File: src/rtl/pc_redirect_unit.sv
// pc_redirect_unit
// Owns the fetch PC, chooses the next fetch address from the branch
// predictor's IF-stage hint, carries each fetched instruction's prediction
// through IF/ID and ID/EX, and checks it in EX against the resolved outcome.
// A wrong prediction raises redirect/flush in the same cycle and steers the
// fetch PC to the correct address on the next edge. Two saturating counters
// track resolved control-flow instructions and mispredictions.

module pc_redirect_unit #(
  parameter logic [31:0] RESET_PC = 32'h0000_0000,
  parameter int unsigned CNT_W    = 32
) (
  input  logic             clk,
  input  logic             rst,
  input  logic [31:0]      PC_pred_IF,
  input  logic             PC_pred_en_IF,
  input  logic             stall,
  input  logic             hold,
  input  logic [6:0]       opcode_EX,
  input  logic             br_EX,
  input  logic [31:0]      PC_target_EX,
  output logic [31:0]      PC_IF,
  output logic             redirect,
  output logic [31:0]      redirect_PC,
  output logic             flush,
  output logic [CNT_W-1:0] br_cnt,
  output logic [CNT_W-1:0] mispred_cnt
);

  // RISC-V major opcodes that change control flow
  localparam logic [6:0] OP_BRANCH = 7'b1100011;
  localparam logic [6:0] OP_JAL    = 7'b1101111;
  localparam logic [6:0] OP_JALR   = 7'b1100111;

  localparam logic [CNT_W-1:0] CNT_MAX = {CNT_W{1'b1}};

  // Saturating increment: sticks at all-ones instead of wrapping to zero.
  function automatic logic [CNT_W-1:0] sat_inc(input logic [CNT_W-1:0] value,
                                               input logic             en);
    logic [CNT_W-1:0] result;
    if (en && (value != CNT_MAX)) begin
      result = value + CNT_W'(1);
    end else begin
      result = value;
    end
    return result;
  endfunction

  // IF/ID stage record
  logic        ifid_valid;
  logic [31:0] ifid_pc;
  logic        ifid_pred_en;
  logic [31:0] ifid_pred_target;

  // ID/EX stage record
  logic        idex_valid;
  logic [31:0] idex_pc;
  logic        idex_pred_en;
  logic [31:0] idex_pred_target;

  // EX-side evaluation
  logic        is_cf;
  logic        actual_taken;
  logic        ex_active;
  logic        mispredict;
  logic [31:0] ex_pc_plus4;
  logic [31:0] actual_next;

  // Fetch-side next address
  logic [31:0] fetch_next;

  // Decode the EX opcode into "is control flow" and the real direction.
  always_comb begin
    is_cf        = 1'b0;
    actual_taken = 1'b0;
    case (opcode_EX)
      OP_BRANCH: begin
        is_cf        = 1'b1;
        actual_taken = br_EX;
      end
      OP_JAL, OP_JALR: begin
        is_cf        = 1'b1;
        actual_taken = 1'b1;
      end
      default: begin
        is_cf        = 1'b0;
        actual_taken = 1'b0;
      end
    endcase
  end

  // Compare the carried prediction with the resolved outcome; an
  // invalid record or a frozen pipeline never mispredicts.
  always_comb begin
    ex_active   = idex_valid & ~hold;
    ex_pc_plus4 = idex_pc + 32'd4;
    mispredict  = 1'b0;
    if (actual_taken) begin
      actual_next = PC_target_EX;
    end else begin
      actual_next = ex_pc_plus4;
    end
    if (ex_active) begin
      mispredict = (idex_pred_en != actual_taken) |
                   (idex_pred_en & actual_taken &
                    (idex_pred_target != PC_target_EX));
    end else begin
      mispredict = 1'b0;
    end
  end

  // Drive the redirect interface; redirect_PC is zero when idle.
  always_comb begin
    redirect = mispredict;
    flush    = mispredict;
    if (mispredict) begin
      redirect_PC = actual_next;
    end else begin
      redirect_PC = 32'h0000_0000;
    end
  end

  // Sequential fetch address: follow the prediction or fall through by 4.
  always_comb begin
    if (PC_pred_en_IF) begin
      fetch_next = PC_pred_IF;
    end else begin
      fetch_next = PC_IF + 32'd4;
    end
  end

  // Fetch PC and stage records: hold > redirect > stall > advance.
  always_ff @(posedge clk or posedge rst) begin
    if (rst) begin
      PC_IF            <= RESET_PC;
      ifid_valid       <= 1'b0;
      ifid_pc          <= 32'h0000_0000;
      ifid_pred_en     <= 1'b0;
      ifid_pred_target <= 32'h0000_0000;
      idex_valid       <= 1'b0;
      idex_pc          <= 32'h0000_0000;
      idex_pred_en     <= 1'b0;
      idex_pred_target <= 32'h0000_0000;
    end else if (hold) begin
      PC_IF      <= PC_IF;
      ifid_valid <= ifid_valid;
      idex_valid <= idex_valid;
    end else if (mispredict) begin
      PC_IF      <= redirect_PC;
      ifid_valid <= 1'b0;
      idex_valid <= 1'b0;
    end else if (stall) begin
      PC_IF      <= PC_IF;
      ifid_valid <= ifid_valid;
      idex_valid <= 1'b0;
    end else begin
      PC_IF            <= fetch_next;
      ifid_valid       <= 1'b1;
      ifid_pc          <= PC_IF;
      ifid_pred_en     <= PC_pred_en_IF;
      ifid_pred_target <= PC_pred_IF;
      idex_valid       <= ifid_valid;
      idex_pc          <= ifid_pc;
      idex_pred_en     <= ifid_pred_en;
      idex_pred_target <= ifid_pred_target;
    end
  end

  // Performance counters: count resolved control flow and mispredicts,
  // frozen while the pipeline is held.
  always_ff @(posedge clk or posedge rst) begin
    if (rst) begin
      br_cnt      <= '0;
      mispred_cnt <= '0;
    end else if (hold) begin
      br_cnt      <= br_cnt;
      mispred_cnt <= mispred_cnt;
    end else begin
      br_cnt      <= sat_inc(br_cnt, ex_active & is_cf);
      mispred_cnt <= sat_inc(mispred_cnt, mispredict);
    end
  end

endmodule

File: config.mk
export PLATFORM = sky130hd
export DESIGN_NAME = pc_redirect_unit
export DESIGN_NICKNAME = d
export VERILOG_FILES = /design/src/rtl/pc_redirect_unit.sv
export SDC_FILE = /design/constraint.sdc
export NUM_CORES = 1
export LEC_CHECK = 0
export ABC_AREA = 1
export CAP_MARGIN = 20
export CORE_MARGIN = 8
export CORE_UTILIZATION = 55
export CTS_CLUSTER_DIAMETER = 100
export DETAILED_ROUTE_END_ITERATION = 7
export PLACE_DENSITY = 0.81
export SYNTH_ARGS = -nofsm -noshare
export SYNTH_HDL_FRONTEND = slang
export SYNTH_SLANG_ARGS = --single-unit
File: constraint.sdc
create_clock -name clk -period 10.5 [get_ports clk]
set_input_delay 2.1 -clock clk [delete_from_list [all_inputs] [get_ports clk]]
set_output_delay 2.1 -clock clk [all_outputs]
set_load 0.02 [all_outputs]
==> impl_metrics.xml, run 1 <==
<?xml version="1.0" encoding="UTF-8"?>
<metrics>
  <group name="status">
    <metric name="run_status" unit="">finished, final reports clean</metric>
  </group>
  <group name="route">
    <metric name="wl_per_cell" unit="µm">18.28</metric>
    <metric name="via_count" unit="">13630</metric>
    <metric name="drcViolationCount" unit="">0</metric>
    <metric name="initialDrtViolationCount" unit="">1496</metric>
    <metric name="drt_via_density" unit="">5.603</metric>
    <metric name="final_ant_viol_nets" unit="">0</metric>
    <metric name="route.final.wire_length" unit="µm">44480</metric>
    <metric name="drtPass1Iterations" unit="">6</metric>
  </group>
  <group name="clocking">
    <metric name="numClockSinks" unit="">228</metric>
    <metric name="tritoncts_clock_tree" unit="">yes</metric>
    <metric name="cts-buffers-inserted" unit="">25</metric>
    <metric name="clk_path_buf_depth" unit="">3</metric>
    <metric name="quantity_of_hold_fixing_buffers_added_after_cts" unit="">0</metric>
    <metric name="clk-insertion-delay-late" unit="ps">540</metric>
    <metric name="post-cts-setup-buffers" unit="">0</metric>
    <metric name="clkSlewWorstSetupHoldPaths" unit="ps">60</metric>
    <metric name="post_cts_resized" unit="">0</metric>
    <metric name="cts_htree_levels" unit="">1</metric>
    <metric name="buffer_type_at_the_clock_tree_root" unit="">clkbuf_16</metric>
  </group>
  <group name="synth">
    <metric name="synth.ff_latch_count" unit="">228</metric>
    <metric name="synth_enable_flop_cells" unit="">0</metric>
    <metric name="ys_top_cells_by_count" unit="">734 x nand2_1, 255 x nand3_1, 228 x dfrtp_1, 169 x nor2_1, 156 x inv_1</metric>
    <metric name="synth.yosys.seq_area_share" unit="%">42.49</metric>
    <metric name="synth_fp_nets" unit="">2013</metric>
    <metric name="post_synth.cell_area_avg" unit="µm²">6.954</metric>
    <metric name="post_synth_main_area_contributors" unit="">dfrtp_1 42%, nand2_1 21%, nand3_1 9.5%</metric>
    <metric name="postSynth.asyncResetShare" unit="%">100.0</metric>
    <metric name="synthFlopType" unit="">dfrtp_1</metric>
    <metric name="synthMostInstantiatedCell" unit="">nand2_1</metric>
    <metric name="synth_top_area_cell" unit="">dfrtp_1</metric>
    <metric name="netlist_instances" unit="">1931</metric>
    <metric name="mappedNetlistArea" unit="µm²">13430</metric>
    <metric name="netlist.area_leader.share" unit="%">42.49</metric>
    <metric name="synthDistinctLibCells" unit="">34</metric>
    <metric name="yosys_warnings" unit="">0</metric>
  </group>
  <group name="grt">
    <metric name="maximum_number_of_pins_on_one_net_before_global_route_repair" unit="">149</metric>
    <metric name="antenna_found_initial" unit="">0</metric>
    <metric name="wire_length_of_the_first_global_routing_pass" unit="µm">71500</metric>
    <metric name="gr-usage-all-layers" unit="%">30.48</metric>
    <metric name="grt_pass1_vias" unit="">13140</metric>
    <metric name="globalRoute.totalOverflow" unit="">0</metric>
  </group>
  <group name="final_layout">
    <metric name="design.final.nets" unit="">2177</metric>
    <metric name="syn2layout_area_growth" unit="%">23.11</metric>
    <metric name="antennaDiodeCount" unit="">0</metric>
    <metric name="post_route_cells_drive_above_1_share" unit="%">3.414</metric>
  </group>
  <group name="worst_setup_path">
    <metric name="r2r_startpoint" unit="">idex_pred_target[30]</metric>
    <metric name="worst-endpoint-required" unit="ps">8400</metric>
    <metric name="startpoint" unit="">opcode_EX[1]</metric>
    <metric name="worst_setup_path_end_kind" unit="">primary output</metric>
    <metric name="cp_data_arrival_time" unit="ps">6120</metric>
    <metric name="worstSetupStartpointType" unit="">input pin</metric>
    <metric name="critical_path.max_fanout" unit="">71</metric>
    <metric name="critical_path_class" unit="">in -&gt; out</metric>
  </group>
  <group name="timing">
    <metric name="finalHoldViolations" unit="">0</metric>
    <metric name="setup_total_negative_slack" unit="ps">0</metric>
    <metric name="finalWorstSetupSlack" unit="ps">2277</metric>
    <metric name="worst-slew-pin-transition" unit="ps">853.6</metric>
    <metric name="clock.fmax" unit="MHz">121.6</metric>
    <metric name="grt_setup_unrepaired" unit="">no</metric>
    <metric name="timing.final.crit_period" unit="ps">8223</metric>
    <metric name="fin_worst_skew" unit="ps">22.09</metric>
    <metric name="number_of_endpoints_failing_setup_at_the_final_stage" unit="">0</metric>
    <metric name="final_min_period_over_clock_period" unit="%">78.32</metric>
    <metric name="maxSlewHeadroom" unit="%">43.10</metric>
    <metric name="timing_max_transition_violations_final" unit="">0</metric>
    <metric name="whs" unit="ps">473.4</metric>
  </group>
  <group name="run">
    <metric name="max-cap-violations" unit="">0</metric>
  </group>
  <group name="place">
    <metric name="last_weighted_congestion_value_of_the_routability_driven_placer" unit="">0.9510</metric>
    <metric name="pre_cts_ws" unit="ps">1758</metric>
    <metric name="port-buffer-count" unit="">206</metric>
    <metric name="half_perimeter_wire_length_of_the_detailed_placement_result" unit="µm">32420</metric>
  </group>
  <group name="floorplan">
    <metric name="die_x" unit="µm">172.3</metric>
    <metric name="floorplan.die_area" unit="µm²">29670</metric>
    <metric name="fp.dieH" unit="µm">172.3</metric>
    <metric name="io_pins" unit="">207</metric>
    <metric name="placeable_core_area" unit="µm²">24180</metric>
    <metric name="initial_utilization" unit="%">55.55</metric>
    <metric name="rows" unit="">57</metric>
  </group>
  <group name="power_and_ir_drop">
    <metric name="power" unit="mW">2.785</metric>
    <metric name="cellPowerDensity" unit="nW/µm²">168.5</metric>
    <metric name="peakVddDrop" unit="µV">166.8</metric>
    <metric name="power.static_leakage" unit="nW">8.098</metric>
  </group>
  <group name="hold_path">
    <metric name="hold_path_class" unit="">reg -&gt; reg</metric>
    <metric name="worst_hold_startpoint" unit="">ifid_pc[0]</metric>
  </group>
</metrics>
-- cells in the final DEF, fill, tap and decap left out, types with 2 or more instances in the layout --
cell type,n
o21bai_1,3
nand3_4,2
buf_16,2
nor4_1,12
o22ai_1,2
nor2_2,3
clkdlybuf4s50_1,206
clkbuf_16,25
o21ai_0,70
clkbuf_1,4
nor3_2,2
dfrtp_1,228
buf_4,13
nand4_1,22
xnor2_1,54
ha_1,5
o211ai_1,3
nor2_1,167
a31oi_1,8
nand2_1,731
xor2_1,45
a21oi_1,23
clkbuf_8,3
nand2_4,2
clkinv_2,4
inv_2,4
nand2_2,2
nor3b_1,3
nor3_1,33
nand3b_1,6
bufinv_16,4
nand3_1,255
inv_1,155
-- power by group --
group          total (mW)  leakage, nW  internal [mW]  switching [mW]
clock network       0.908        0.411          0.552           0.356
logic               0.661         4.72          0.264           0.397
registers            1.22         2.96           1.03           0.187
-- cell type report --
cell class                 instances  area, µm²
sequential                       228       5705
clock inverter                     9      148.9
timing repair buffer             222       2235
inverter                         160      608.1
tap                              324      405.4
clock buffer                      32      681.9
fill                            2095       7645
multi-input combinational       1458       6748
-- path summary, 6_finish.rpt --
kind	slack (ps)	endpoint	cells after the start
max in group asynchronous	6990	idex_pred_target[27]	5
worst min register to register	470	ifid_pc[0]	2
worst max-delay path	2280	redirect_PC[5]	14
worst min-delay path	470	ifid_pc[0]	2
worst max register to register	6230	idex_valid	13
min in group asynchronous	1920	mispred_cnt[4]	2
-- routing by layer --
metal	GRT usage (%)	part of all wire, %
met2	49.46	47
met5	0	0
met4	10.91	3.9
met3	5.548	9.3
met1	40.43	40
-- cells by family (layout without fill, tap and decap cells) --
| group | count (synthesis) | count (layout) | share of synthesized area (%) |
|---|---|---|---|
| simple gates | 1244 | 1244 | 38.80 |
| buf+inv | 245 | 423 | 7.472 |
| flops | 228 | 228 | 42.49 |
| compound gates | 110 | 110 | 4.323 |
| xor+xnor | 99 | 99 | 6.457 |
| fa+ha+maj | 5 | 5 | 0.4659 |
-- per-stage QoR --
step | instance area, µm² | utilization [%] | std cells
after floorplan | 13430 | - | 1931
after global placement | 15630 | 64.63 | 2389
after detailed placement | 15630 | 64.63 | 2389
after CTS | 16460 | 68.07 | 2430
after global routing | 16530 | 68.38 | 2433
final | 16530 | 68.38 | 2433
-- state kept, by name, summed over array words and instances, names as in the netlist --
signal and flops:
ifid_pc 32, ifid_pred_target 32, br_cnt 32, idex_pred_en 1, idex_pred_target 32, idex_pc 32, PC_IF 32, idex_valid 1
ifid_pred_en 1, mispred_cnt 32, ifid_valid 1
-- worst max-delay path, stage by stage --
cell and delay, ps:
clkdlybuf4s50_1 450, nand2_1 60, a21oi_1 110, nor3b_1 340, nand2_2 70, buf_4 300
inv_1 340, ha_1 300, inv_1 50, nand2_1 90, nand2_4 550, buf_4 580
nor2_1 140, clkdlybuf4s50_1 570
(Power assumes the default switching activity.)
==> run 2, diff against run 1 <==
Settings changed: CORE_UTILIZATION 55 to 50, PLACE_DENSITY 0.81 to 0.78.
Clock period 10.5 ns to 7 ns, I/O delays scaled along.
==> run 2 against run 1 <==
  * Die area grew 9.0%
  * Register-to-register slack got worse by 2900 ps
  * Clock power rose by 70%
  * Wire length up 3.3%
  * Combinational power grew 53%
  * Highest routed layer unchanged
  * Design area grew 0.74%
  * Non-clock buffer count shrank 1
  * Worst hold slack improved by 1.2 ps
==> impl_metrics.xml, run 2 (synthesis results as in run 1) <==
<?xml version="1.0" encoding="UTF-8"?>
<metrics>
  <group name="route">
    <metric name="drcViolationCount" unit="">0</metric>
    <metric name="via_count" unit="">13620</metric>
    <metric name="final_ant_viol_nets" unit="">0</metric>
    <metric name="drt_via_density" unit="">5.545</metric>
    <metric name="initialDrtViolationCount" unit="">1530</metric>
    <metric name="wl_per_cell" unit="µm">18.71</metric>
    <metric name="drtPass1Iterations" unit="">5</metric>
    <metric name="route.final.wire_length" unit="µm">45960</metric>
  </group>
  <group name="place">
    <metric name="pre_cts_ws" unit="ps">857.3</metric>
    <metric name="half_perimeter_wire_length_of_the_detailed_placement_result" unit="µm">32860</metric>
    <metric name="port-buffer-count" unit="">206</metric>
    <metric name="placedInstanceArea" unit="µm²">15680</metric>
    <metric name="last_weighted_congestion_value_of_the_routability_driven_placer" unit="">0.9573</metric>
    <metric name="dp.cells" unit="">2408</metric>
  </group>
  <group name="grt">
    <metric name="antenna_found_initial" unit="">0</metric>
    <metric name="gr-usage-all-layers" unit="%">27.91</metric>
    <metric name="wire_length_of_the_first_global_routing_pass" unit="µm">73800</metric>
    <metric name="globalRoute.totalOverflow" unit="">0</metric>
    <metric name="grt_pass1_vias" unit="">13540</metric>
    <metric name="maximum_number_of_pins_on_one_net_before_global_route_repair" unit="">173</metric>
  </group>
  <group name="clocking">
    <metric name="post_cts_resized" unit="">0</metric>
    <metric name="post-cts-setup-buffers" unit="">0</metric>
    <metric name="cts-buffers-inserted" unit="">26</metric>
    <metric name="clk_path_buf_depth" unit="">3</metric>
    <metric name="cts_htree_levels" unit="">1</metric>
    <metric name="numClockSinks" unit="">228</metric>
    <metric name="clkSlewWorstSetupHoldPaths" unit="ps">60</metric>
    <metric name="quantity_of_hold_fixing_buffers_added_after_cts" unit="">0</metric>
    <metric name="clk-insertion-delay-late" unit="ps">540</metric>
    <metric name="tritoncts_clock_tree" unit="">yes</metric>
    <metric name="buffer_type_at_the_clock_tree_root" unit="">clkbuf_16</metric>
  </group>
  <group name="worst_setup_path">
    <metric name="regToRegSetupSlack" unit="ps">3300</metric>
    <metric name="worstRegToRegCells" unit="">14</metric>
    <metric name="worst_setup_path_end_kind" unit="">primary output</metric>
    <metric name="r2r_startpoint" unit="">idex_pred_target[30]</metric>
    <metric name="startpoint" unit="">opcode_EX[1]</metric>
    <metric name="worstReg2RegEnd" unit="">ifid_pred_target[17]</metric>
    <metric name="worst-endpoint-required" unit="ps">5600</metric>
    <metric name="critical_path.max_fanout" unit="">33</metric>
    <metric name="cp_data_arrival_time" unit="ps">4790</metric>
    <metric name="critical_path_class" unit="">in -&gt; out</metric>
    <metric name="worstSetupStartpointType" unit="">input pin</metric>
    <metric name="worstSetupEndpoint" unit="">redirect_PC[9]</metric>
  </group>
  <group name="timing">
    <metric name="fin_worst_skew" unit="ps">12.41</metric>
    <metric name="finalHoldViolations" unit="">0</metric>
    <metric name="worst-slew-pin-transition" unit="ps">970.2</metric>
    <metric name="grt_setup_unrepaired" unit="">no</metric>
    <metric name="finalWorstSetupSlack" unit="ps">811.6</metric>
    <metric name="timing.final.crit_period" unit="ps">6188</metric>
    <metric name="clock.fmax" unit="MHz">161.6</metric>
    <metric name="maxSlewHeadroom" unit="%">35.32</metric>
    <metric name="final_min_period_over_clock_period" unit="%">88.41</metric>
    <metric name="setup_total_negative_slack" unit="ps">0</metric>
    <metric name="timing_max_transition_violations_final" unit="">0</metric>
    <metric name="number_of_endpoints_failing_setup_at_the_final_stage" unit="">0</metric>
  </group>
  <group name="final_layout">
    <metric name="design.final.nets" unit="">2177</metric>
    <metric name="finalCoreUtilization" unit="%">62.49</metric>
    <metric name="mostFrequentLayoutCell" unit="">nand2_1</metric>
    <metric name="final_cell_count_no_fill" unit="">2456</metric>
    <metric name="stdcell_area" unit="µm²">16650</metric>
    <metric name="post_route_cells_drive_above_1_share" unit="%">3.830</metric>
    <metric name="antennaDiodeCount" unit="">0</metric>
    <metric name="final_cell_mix" unit="">731 x nand2_1, 255 x nand3_1, 228 x dfrtp_1</metric>
    <metric name="syn2layout_area_growth" unit="%">24.02</metric>
    <metric name="count_of_filler_cells_inserted_in_the_layout" unit="">2387</metric>
  </group>
  <group name="floorplan">
    <metric name="placeable_core_area" unit="µm²">26650</metric>
    <metric name="initial_utilization" unit="%">50.39</metric>
    <metric name="die_x" unit="µm">179.9</metric>
    <metric name="rows" unit="">60</metric>
    <metric name="io_pins" unit="">207</metric>
    <metric name="floorplan.die_area" unit="µm²">32360</metric>
    <metric name="fp.dieH" unit="µm">179.9</metric>
  </group>
  <group name="power_and_ir_drop">
    <metric name="power.static_leakage" unit="nW">8.143</metric>
    <metric name="peakVddDrop" unit="µV">206.1</metric>
    <metric name="cellPowerDensity" unit="nW/µm²">261.7</metric>
  </group>
  <group name="hold_path">
    <metric name="hold_path_class" unit="">reg -&gt; reg</metric>
  </group>
  <group name="run">
    <metric name="max-cap-violations" unit="">0</metric>
  </group>
  <group name="status">
    <metric name="run_status" unit="">finished, final reports clean</metric>
  </group>
</metrics>
-- run 2: cell types whose count changed in the layout (fill, tap and decap cells not counted) --
| cell | previous run | this run |
|---|---|---|
| clkinv_4 | 0 | 2 |
| clkinv_2 | 4 | 7 |
| buf_16 | 2 | 0 |
| bufinv_16 | 4 | 7 |
| inv_8 | 1 | 0 |
| clkinv_8 | 0 | 1 |
| buf_12 | 1 | 2 |
| clkbuf_1 | 4 | 1 |
| clkinvlp_4 | 0 | 3 |
| clkbuf_8 | 3 | 1 |
| clkbuf_16 | 25 | 26 |
-- run 2: stage by stage --
stage / power [mW] / hold WS, ps
floorplan: 2.356 / 442.2
detailed placement: 2.812 / 459.1
global route: 4.569 / 486.0
finish: 4.359 / 474.6
global placement: 2.797 / 453.5
CTS: 4.365 / 474.1
-- run 2: worst min-delay path by stage --
stage                                    start                   end  slack [ps]  depth (start not counted)
after floorplan                     idex_pc[0]            idex_pc[0]         440                          2
final                               ifid_pc[0]            ifid_pc[0]         470                          2
after CTS                           ifid_pc[0]            ifid_pc[0]         470                          2
after global routing      ifid_pred_target[23]  ifid_pred_target[23]         490                          2
after detailed placement            ifid_pc[0]            ifid_pc[0]         460                          2
after global placement     ifid_pred_target[1]   ifid_pred_target[1]         450                          2
-- run 2: layout make-up --
cell class	instances	area, µm²	share of cell area [%]
flip-flops and latches	228	5705	34.26
clock buffers	28	668.1	4.012
repair buffers	221	2200	13.21
inverters	160	604.3	3.629
well taps	341	426.7	2.562
multi-input cells	1458	6748	40.52
clock inverters	20	302.8	1.818
-- run 2: worst max-delay path, cell delays in order --
cell	delay [ps]
clkdlybuf4s50_1	470
nand2_1	60
a21oi_1	100
nor3b_1	310
nand2_2	90
inv_1	420
ha_1	240
nand2_1	50
nand2_1	110
nand2_4	160
inv_1	90
buf_4	360
nand2_1	220
inv_1	100
clkdlybuf4s50_1	600
-- run 2: per-layer routing --
| metal | track usage (%) | up-vias | part of all wire, % |
|---|---|---|---|
| met1 | 36.26 | 6384 | 41 |
| met3 | 5.262 | 132 | 8.4 |
| met4 | 13.54 | 0 | 5.0 |
| li1 | - | 6466 | - |
| met5 | 0 | - | 0 |
| met2 | 44.35 | 637 | 45 |
-- run 2: where the power goes --
group / internal [mW] / switching [mW] / total (mW)
registers: 1.54 / 0.266 / 1.81
clock network: 0.954 / 0.588 / 1.54
logic: 0.395 / 0.613 / 1.01
total: 2.89 / 1.47 / 4.36
==> run 3, diff against run 2 <==
Settings changed: GPL_ROUTABILITY_DRIVEN set to 1, SETUP_SLACK_MARGIN set to 0.15.
==> results of run 3 <==
Final layout, timing and power as in run 2 (identical DEF).
